===== config.mk =====
export PLATFORM = sky130hd
export DESIGN_NAME = axi4lite_uart_regbank
export DESIGN_NICKNAME = d
export VERILOG_FILES = /design/src/rtl/axi4lite_uart_regbank.sv
export SDC_FILE = /design/constraint.sdc
export NUM_CORES = 1
export LEC_CHECK = 0
export ABC_AREA = 1
export CELL_PAD_IN_SITES_DETAIL_PLACEMENT = 0
export CELL_PAD_IN_SITES_GLOBAL_PLACEMENT = 1
export CORE_ASPECT_RATIO = 0.9
export CORE_UTILIZATION = 39
export DETAILED_ROUTE_END_ITERATION = 8
export PLACE_DENSITY = 0.83
export SLEW_MARGIN = 20
export SYNTH_ARGS = -nofsm -noshare
export SYNTH_HDL_FRONTEND = slang
export SYNTH_SLANG_ARGS = --single-unit
export TNS_END_PERCENT = 1

===== constraint.sdc =====
create_clock -name clk -period 2.51 [get_ports clk]
set_input_delay 0.3765 -clock clk [delete_from_list [all_inputs] [get_ports clk]]
set_output_delay 0.3765 -clock clk [all_outputs]
set_load 0.05 [all_outputs]

===== src/rtl/axi4lite_uart_regbank.sv =====
// AXI4-Lite register bank bridging the slave front-end to the UART TX/RX streams:
// TX FIFO, RX holding register, sticky STATUS, CTRL with level IRQ, scratch regs.
module axi4lite_uart_regbank #(
  parameter int unsigned DATA_W      = 32,
  parameter int unsigned TX_DEPTH    = 4,
  parameter int unsigned NUM_SCRATCH = 2,
  parameter bit          RX_BLOCKING = 1'b1
) (
  input  logic                  clk,
  input  logic                  rst,
  input  logic                  wr_amba,
  input  logic                  rd_amba,
  input  logic [31:0]           addr_wc,
  input  logic [31:0]           addr_rc,
  input  logic [DATA_W/8-1:0]   strb,
  input  logic [DATA_W-1:0]     data_in,
  output logic [DATA_W-1:0]     data_out,
  input  logic [DATA_W-1:0]     rx_data,
  input  logic                  rxValid,
  output logic                  rxReady,
  output logic [DATA_W-1:0]     tx_data,
  output logic                  txValid,
  input  logic                  txReady,
  output logic                  irq
);

  localparam int unsigned AW = $clog2(4 + NUM_SCRATCH);
  localparam int unsigned PW = $clog2(TX_DEPTH);
  localparam int unsigned CW = PW + 1;
  localparam int unsigned NB = DATA_W / 8;

  localparam logic [AW-1:0] IDX_TX     = AW'(0);
  localparam logic [AW-1:0] IDX_RX     = AW'(1);
  localparam logic [AW-1:0] IDX_STATUS = AW'(2);
  localparam logic [AW-1:0] IDX_CTRL   = AW'(3);

  logic [AW-1:0]     wr_idx, rd_idx;
  logic [DATA_W-1:0] byte_mask;

  logic [DATA_W-1:0] tx_mem_q [TX_DEPTH];
  logic [DATA_W-1:0] tx_mem_d [TX_DEPTH];
  logic [PW-1:0]     wr_ptr_q, wr_ptr_d, rd_ptr_q, rd_ptr_d;
  logic [CW-1:0]     tx_count_q, tx_count_d;
  logic [DATA_W-1:0] rx_hold_q, rx_hold_d;
  logic              rx_full_q, rx_full_d;
  logic              rx_overrun_q, rx_overrun_d;
  logic              tx_drop_q, tx_drop_d;
  logic              irq_q, irq_d;
  logic [2:0]        ctrl_q, ctrl_d;
  logic [DATA_W-1:0] scratch_q [NUM_SCRATCH];
  logic [DATA_W-1:0] scratch_d [NUM_SCRATCH];

  logic tx_empty, tx_full, tx_pop, tx_push, tx_accept, tx_drop_ev;
  logic status_wr, rx_pop, rx_load, rx_ovr_ev;
  logic [DATA_W-1:0] status_w;

  logic unused_addr;
  assign unused_addr = ^{addr_wc[31:AW+2], addr_wc[1:0], addr_rc[31:AW+2], addr_rc[1:0]};

  assign wr_idx = addr_wc[AW+1:2];
  assign rd_idx = addr_rc[AW+1:2];

  assign tx_empty = (tx_count_q == '0);
  assign tx_full  = (tx_count_q == CW'(TX_DEPTH));
  assign txValid  = !tx_empty;
  assign tx_data  = tx_empty ? '0 : tx_mem_q[rd_ptr_q];
  assign rxReady  = RX_BLOCKING ? !rx_full_q : 1'b1;
  assign irq      = irq_q;

  // Expand byte strobes into a bit mask and derive per-cycle events.
  always_comb begin
    byte_mask = '0;
    for (int unsigned b = 0; b < NB; b++) begin
      byte_mask[8*b +: 8] = {8{strb[b]}};
    end
    tx_pop     = !tx_empty && txReady;
    tx_push    = wr_amba && (wr_idx == IDX_TX) && (|strb);
    // A full FIFO still accepts a push when the head leaves in the same cycle.
    tx_accept  = tx_push && (!tx_full || tx_pop);
    tx_drop_ev = tx_push && !tx_accept;
    status_wr  = wr_amba && (wr_idx == IDX_STATUS) && strb[0];
    rx_pop     = rd_amba && (rd_idx == IDX_RX) && rx_full_q;
    rx_load    = rxValid && rxReady;
    rx_ovr_ev  = !RX_BLOCKING && rxValid && rx_full_q && !rx_pop;
  end

  // Next-state for FIFO, RX holding, sticky flags, CTRL, scratch and IRQ.
  always_comb begin
    tx_mem_d   = tx_mem_q;
    wr_ptr_d   = wr_ptr_q;
    rd_ptr_d   = rd_ptr_q;
    tx_count_d = tx_count_q;
    if (tx_accept) begin
      tx_mem_d[wr_ptr_q] = data_in & byte_mask;
      wr_ptr_d           = wr_ptr_q + PW'(1);
    end
    if (tx_pop) rd_ptr_d = rd_ptr_q + PW'(1);
    if (tx_accept && !tx_pop)      tx_count_d = tx_count_q + CW'(1);
    else if (tx_pop && !tx_accept) tx_count_d = tx_count_q - CW'(1);

    rx_hold_d = rx_load ? rx_data : rx_hold_q;
    if (rx_load)     rx_full_d = 1'b1;
    else if (rx_pop) rx_full_d = 1'b0;
    else             rx_full_d = rx_full_q;

    // New error events take priority over a W1C clear in the same cycle.
    if (rx_ovr_ev)                     rx_overrun_d = 1'b1;
    else if (status_wr && data_in[3])  rx_overrun_d = 1'b0;
    else                               rx_overrun_d = rx_overrun_q;
    if (tx_drop_ev)                    tx_drop_d = 1'b1;
    else if (status_wr && data_in[4])  tx_drop_d = 1'b0;
    else                               tx_drop_d = tx_drop_q;

    ctrl_d = ctrl_q;
    if (wr_amba && (wr_idx == IDX_CTRL) && strb[0]) ctrl_d = data_in[2:0];

    scratch_d = scratch_q;
    for (int unsigned k = 0; k < NUM_SCRATCH; k++) begin
      if (wr_amba && (wr_idx == AW'(4 + k))) begin
        scratch_d[k] = (scratch_q[k] & ~byte_mask) | (data_in & byte_mask);
      end
    end

    irq_d = (ctrl_q[0] & rx_full_q) | (ctrl_q[1] & tx_empty) |
            (ctrl_q[2] & (rx_overrun_q | tx_drop_q));
  end

  // Read data mux, combinational on the read address.
  always_comb begin
    status_w          = '0;
    status_w[0]       = rx_full_q;
    status_w[1]       = tx_full;
    status_w[2]       = tx_empty;
    status_w[3]       = rx_overrun_q;
    status_w[4]       = tx_drop_q;
    status_w[8 +: CW] = tx_count_q;
    data_out = '0;
    case (rd_idx)
      IDX_RX:     data_out = rx_hold_q;
      IDX_STATUS: data_out = status_w;
      IDX_CTRL:   data_out = {{(DATA_W-3){1'b0}}, ctrl_q};
      default: begin
        for (int unsigned k = 0; k < NUM_SCRATCH; k++) begin
          if (rd_idx == AW'(4 + k)) data_out = scratch_q[k];
        end
      end
    endcase
  end

  // State registers with asynchronous active-low reset.
  always_ff @(posedge clk or negedge rst) begin
    if (!rst) begin
      for (int unsigned i = 0; i < TX_DEPTH; i++) tx_mem_q[i] <= '0;
      wr_ptr_q     <= '0;
      rd_ptr_q     <= '0;
      tx_count_q   <= '0;
      rx_hold_q    <= '0;
      rx_full_q    <= 1'b0;
      rx_overrun_q <= 1'b0;
      tx_drop_q    <= 1'b0;
      irq_q        <= 1'b0;
      ctrl_q       <= '0;
      for (int unsigned k = 0; k < NUM_SCRATCH; k++) scratch_q[k] <= '0;
    end else begin
      tx_mem_q     <= tx_mem_d;
      wr_ptr_q     <= wr_ptr_d;
      rd_ptr_q     <= rd_ptr_d;
      tx_count_q   <= tx_count_d;
      rx_hold_q    <= rx_hold_d;
      rx_full_q    <= rx_full_d;
      rx_overrun_q <= rx_overrun_d;
      tx_drop_q    <= tx_drop_d;
      irq_q        <= irq_d;
      ctrl_q       <= ctrl_d;
      scratch_q    <= scratch_d;
    end
  end

endmodule


==> flow_metrics.env <==
export IMPL_cts_tree="done"
export IMPL_setup_viol=0
export IMPL_synth_area_mm2=0.0116
export IMPL_ios=205
export IMPL_fin_area_mm2=0.0152
export IMPL_grt_pass1_wl_um=57900
export IMPL_cp_max_fo=21
export IMPL_clockBufferDepth=3
export IMPL_synth_enable_flop_cells=0
export IMPL_start_util_pct=39.8
export IMPL_max_slew_margin_rel_pct=57.4
export IMPL_synth_warning_count=0
export IMPL_synth_seq_cells=237
export IMPL_ctsRootBufferMaster="clkbuf_16"
export IMPL_final_max_slew_violation_count=0
export IMPL_ys_seq_area_share_pct=51.2
export IMPL_drt_iter0_drc=919
export IMPL_cp_end_kind="primary output"
export IMPL_place_gp_congestion=0.810
export IMPL_syn_avg_cell_area_um2=8.00
export IMPL_dieHeight_um=166
export IMPL_core_area_mm2=0.0291
export IMPL_insertion_delay_ns=0.54
export IMPL_placed_cell_area_mm2=0.0142
export IMPL_status="finished clean"
export IMPL_vias_per_cell=5.24
export IMPL_p_per_area_mw_per_mm2=1180
export IMPL_crit_type="reg2out"
export IMPL_crit_start="rd_ptr_q[1]"
export IMPL_required_ns=2.13
export IMPL_wl_per_cell_um=18.0
export IMPL_hold_viol=0
export IMPL_cp_start_kind="flip-flop"
export IMPL_grt_start_max_net_pins=136
export IMPL_portBuffers=146
export IMPL_syn_nets=1593
export IMPL_yosys_most_used_dff="dfrtp_1"
export IMPL_crit_path_frequent_cell="buf_12"
export IMPL_fin_nets=1709
export IMPL_path_clk_slew_ns=0.06
export IMPL_max_slew_worst_pin_slew_ns=0.638
export IMPL_period_minus_slack_ns=2.48
export IMPL_die_area_mm2=0.0304
export IMPL_period_share_pct=98.8
export IMPL_antenna_found_initial=4
export IMPL_synth_area_top_cells="dfrtp_1 (51%), nand2_1 (16%), nand4_1 (7.6%)"
export IMPL_cpMaxStageDelayCell="dfrtp_1"
export IMPL_hold_path_class="in2async"
export IMPL_yosysTopAreaCellShare_pct=51.2
export IMPL_firstDrtPassIters=5
export IMPL_worstPathArrival_ns=2.10
export IMPL_yosysMostFrequentCell="nand2_1"
export IMPL_synthCells=1449
export IMPL_antenna_left=0
export IMPL_grt_pass1_vias=10300
export IMPL_cp_slowest_stage_delay_ns=0.35
export IMPL_track_usage_pct=24.4
export IMPL_max_cap_viol_count=0
export IMPL_synth_common_cells="nand2_1 (487), dfrtp_1 (237), nor2_1 (144)"
export IMPL_cts_buffers_inserted=27
export IMPL_grt_setup_unrepaired="true"
export IMPL_reg2reg_slack_ns=0.45
export IMPL_timing_rr_start="tx_count_q[1]"
export IMPL_leakagePower_uw=0.00756
export IMPL_fmax_mhz=403
export IMPL_yosys_area_top_type="dfrtp_1"
export IMPL_critical_path_cell_chain="inv_1 -> buf_12 -> nor2_1 -> o21ai_0 -> a21oi_2 -> buf_12"
export IMPL_r2r_end="tx_count_q[1]"
export IMPL_skew_ns=0.0151
export IMPL_whs_ns=0.432
export IMPL_drc=0
export IMPL_clock_sinks=237
export IMPL_area_delta_synth_final_pct=31.6
export IMPL_post_dp_hpwl_um=22800
export IMPL_wirelength_um=35700
export IMPL_grt_overflow=0
export IMPL_synthDistinctLibCells=24
export IMPL_ys_async_sr_fraction_pct=100
export IMPL_dieWidth_um=184
export IMPL_cts_max_level=1
export IMPL_r2r_cells=8
export IMPL_vias=10400
export IMPL_layout_drive_gt1_share_pct=13.6
export IMPL_peakVddDrop_v=0.000821
export IMPL_rows=59
-- cell type report --
cell class              instances  area [um^2]
flip-flops and latches        237         5930
fillers                      2733        13800
repair buffers                192         2630
well taps                     396          495
multi-input cells            1022         4870
inverters                      85          319
diodes                          2         5.00
clock inverters                 8          144
clock buffers                  42          842
-- critical path, delay by kind of cell (launching register included) --
| family | cells | cell delay, ns |
|---|---|---|
| AO/OA/AOI/OAI | 2 | 0.43 |
| AND/OR/NAND/NOR | 1 | 0.10 |
| flip-flops | 1 | 0.35 |
| buffers and inverters | 3 | 0.68 |
-- worst max-delay path by stage --
stage / to / slack, ns / cells past startpoint
2_1_floorplan: tx_data[10] / 0.06 / 5
3_3_place_gp: tx_count_q[1] / 0.05 / 11
3_5_place_dp: tx_count_q[1] / 0.02 / 11
4_1_cts: tx_data[13] / -0.02 / 6
5_1_grt: tx_data[27] / -0.04 / 6
6_report: tx_data[26] / 0.03 / 6
-- cells by family after synthesis --
family	count (synthesis)	synth area share, %
AOI/OAI and AO/OA	169	7.30
adders and majority gates	6	0.713
and+or+nand+nor	811	30.0
buffers and inverters	190	7.38
xor gates and xnor gates	3	0.227
muxes	33	3.21
DFF	237	51.2
-- placed cells by master (no fill, tap or decap), types with 2 or more instances in the layout --
master | synthesis | routed
nand2_1 | 487 | 486
dfrtp_1 | 237 | 236
nand4_1 | 141 | 141
nor2_1 | 144 | 141
o21ai_0 | 133 | 133
inv_1 | 83 | 83
clkdlybuf4s50_1 | 0 | 80
buf_12 | 0 | 78
mux2_2 | 33 | 33
nand3_1 | 30 | 30
buf_4 | 1 | 30
clkbuf_16 | 0 | 27
a21oi_1 | 36 | 21
a21oi_2 | 0 | 15
clkbuf_8 | 0 | 11
ha_1 | 5 | 5
nor2_2 | 1 | 4
nand3b_1 | 4 | 4
bufinv_16 | 0 | 4
clkbuf_1 | 30 | 4
clkinv_2 | 0 | 3
diode_2 | 0 | 2
xor2_1 | 2 | 2
inv_2 | 2 | 2
-- routing by layer --
layer / GRT usage, % / part of all wire (%) / vias to the layer above
met5: 0 / 0.073 / -
met4: 5.61 / 2.2 / 4
met3: 5.04 / 7.2 / 55
met2: 40.1 / 47 / 342
met1: 33.2 / 44 / 5019
li1: - / - / 4977
-- metrics by stage --
step                setup TNS, ns  power (uW)  util [%]  worst slack, ns  cells
finish                          0       18000      52.4           0.0304   1984
detailed placement              0       13600      48.7           0.0234   1931
floorplan                       0       10000         -           0.0555   1449
global placement                0       13500      48.7           0.0523   1931
CTS                       -0.0567       18000      52.3          -0.0182   1982
global route              -0.0742       19000      52.4          -0.0400   1983
-- power breakdown --
part	total (uW)	leakage, uW	internal, uW	switching [uW]
logic	8080	0.00399	3240	4840
clock network	4300	0.000489	2700	1600
registers	5610	0.00308	4960	654
total	18000	0.00756	10900	7090
-- timing repair --
| action | CTS | global route |
|---|---|---|
| setup buffers | 0 | 0 |
| resized for setup | 9 | 10 |
| endpoints found under the setup margin | 13 | 32 |
| hold endpoints to repair | 69 | 0 |
| hold buffers | 1 | 0 |
| gates cloned | 0 | 0 |
No activity file was read; power rests on OpenSTA's default activity.
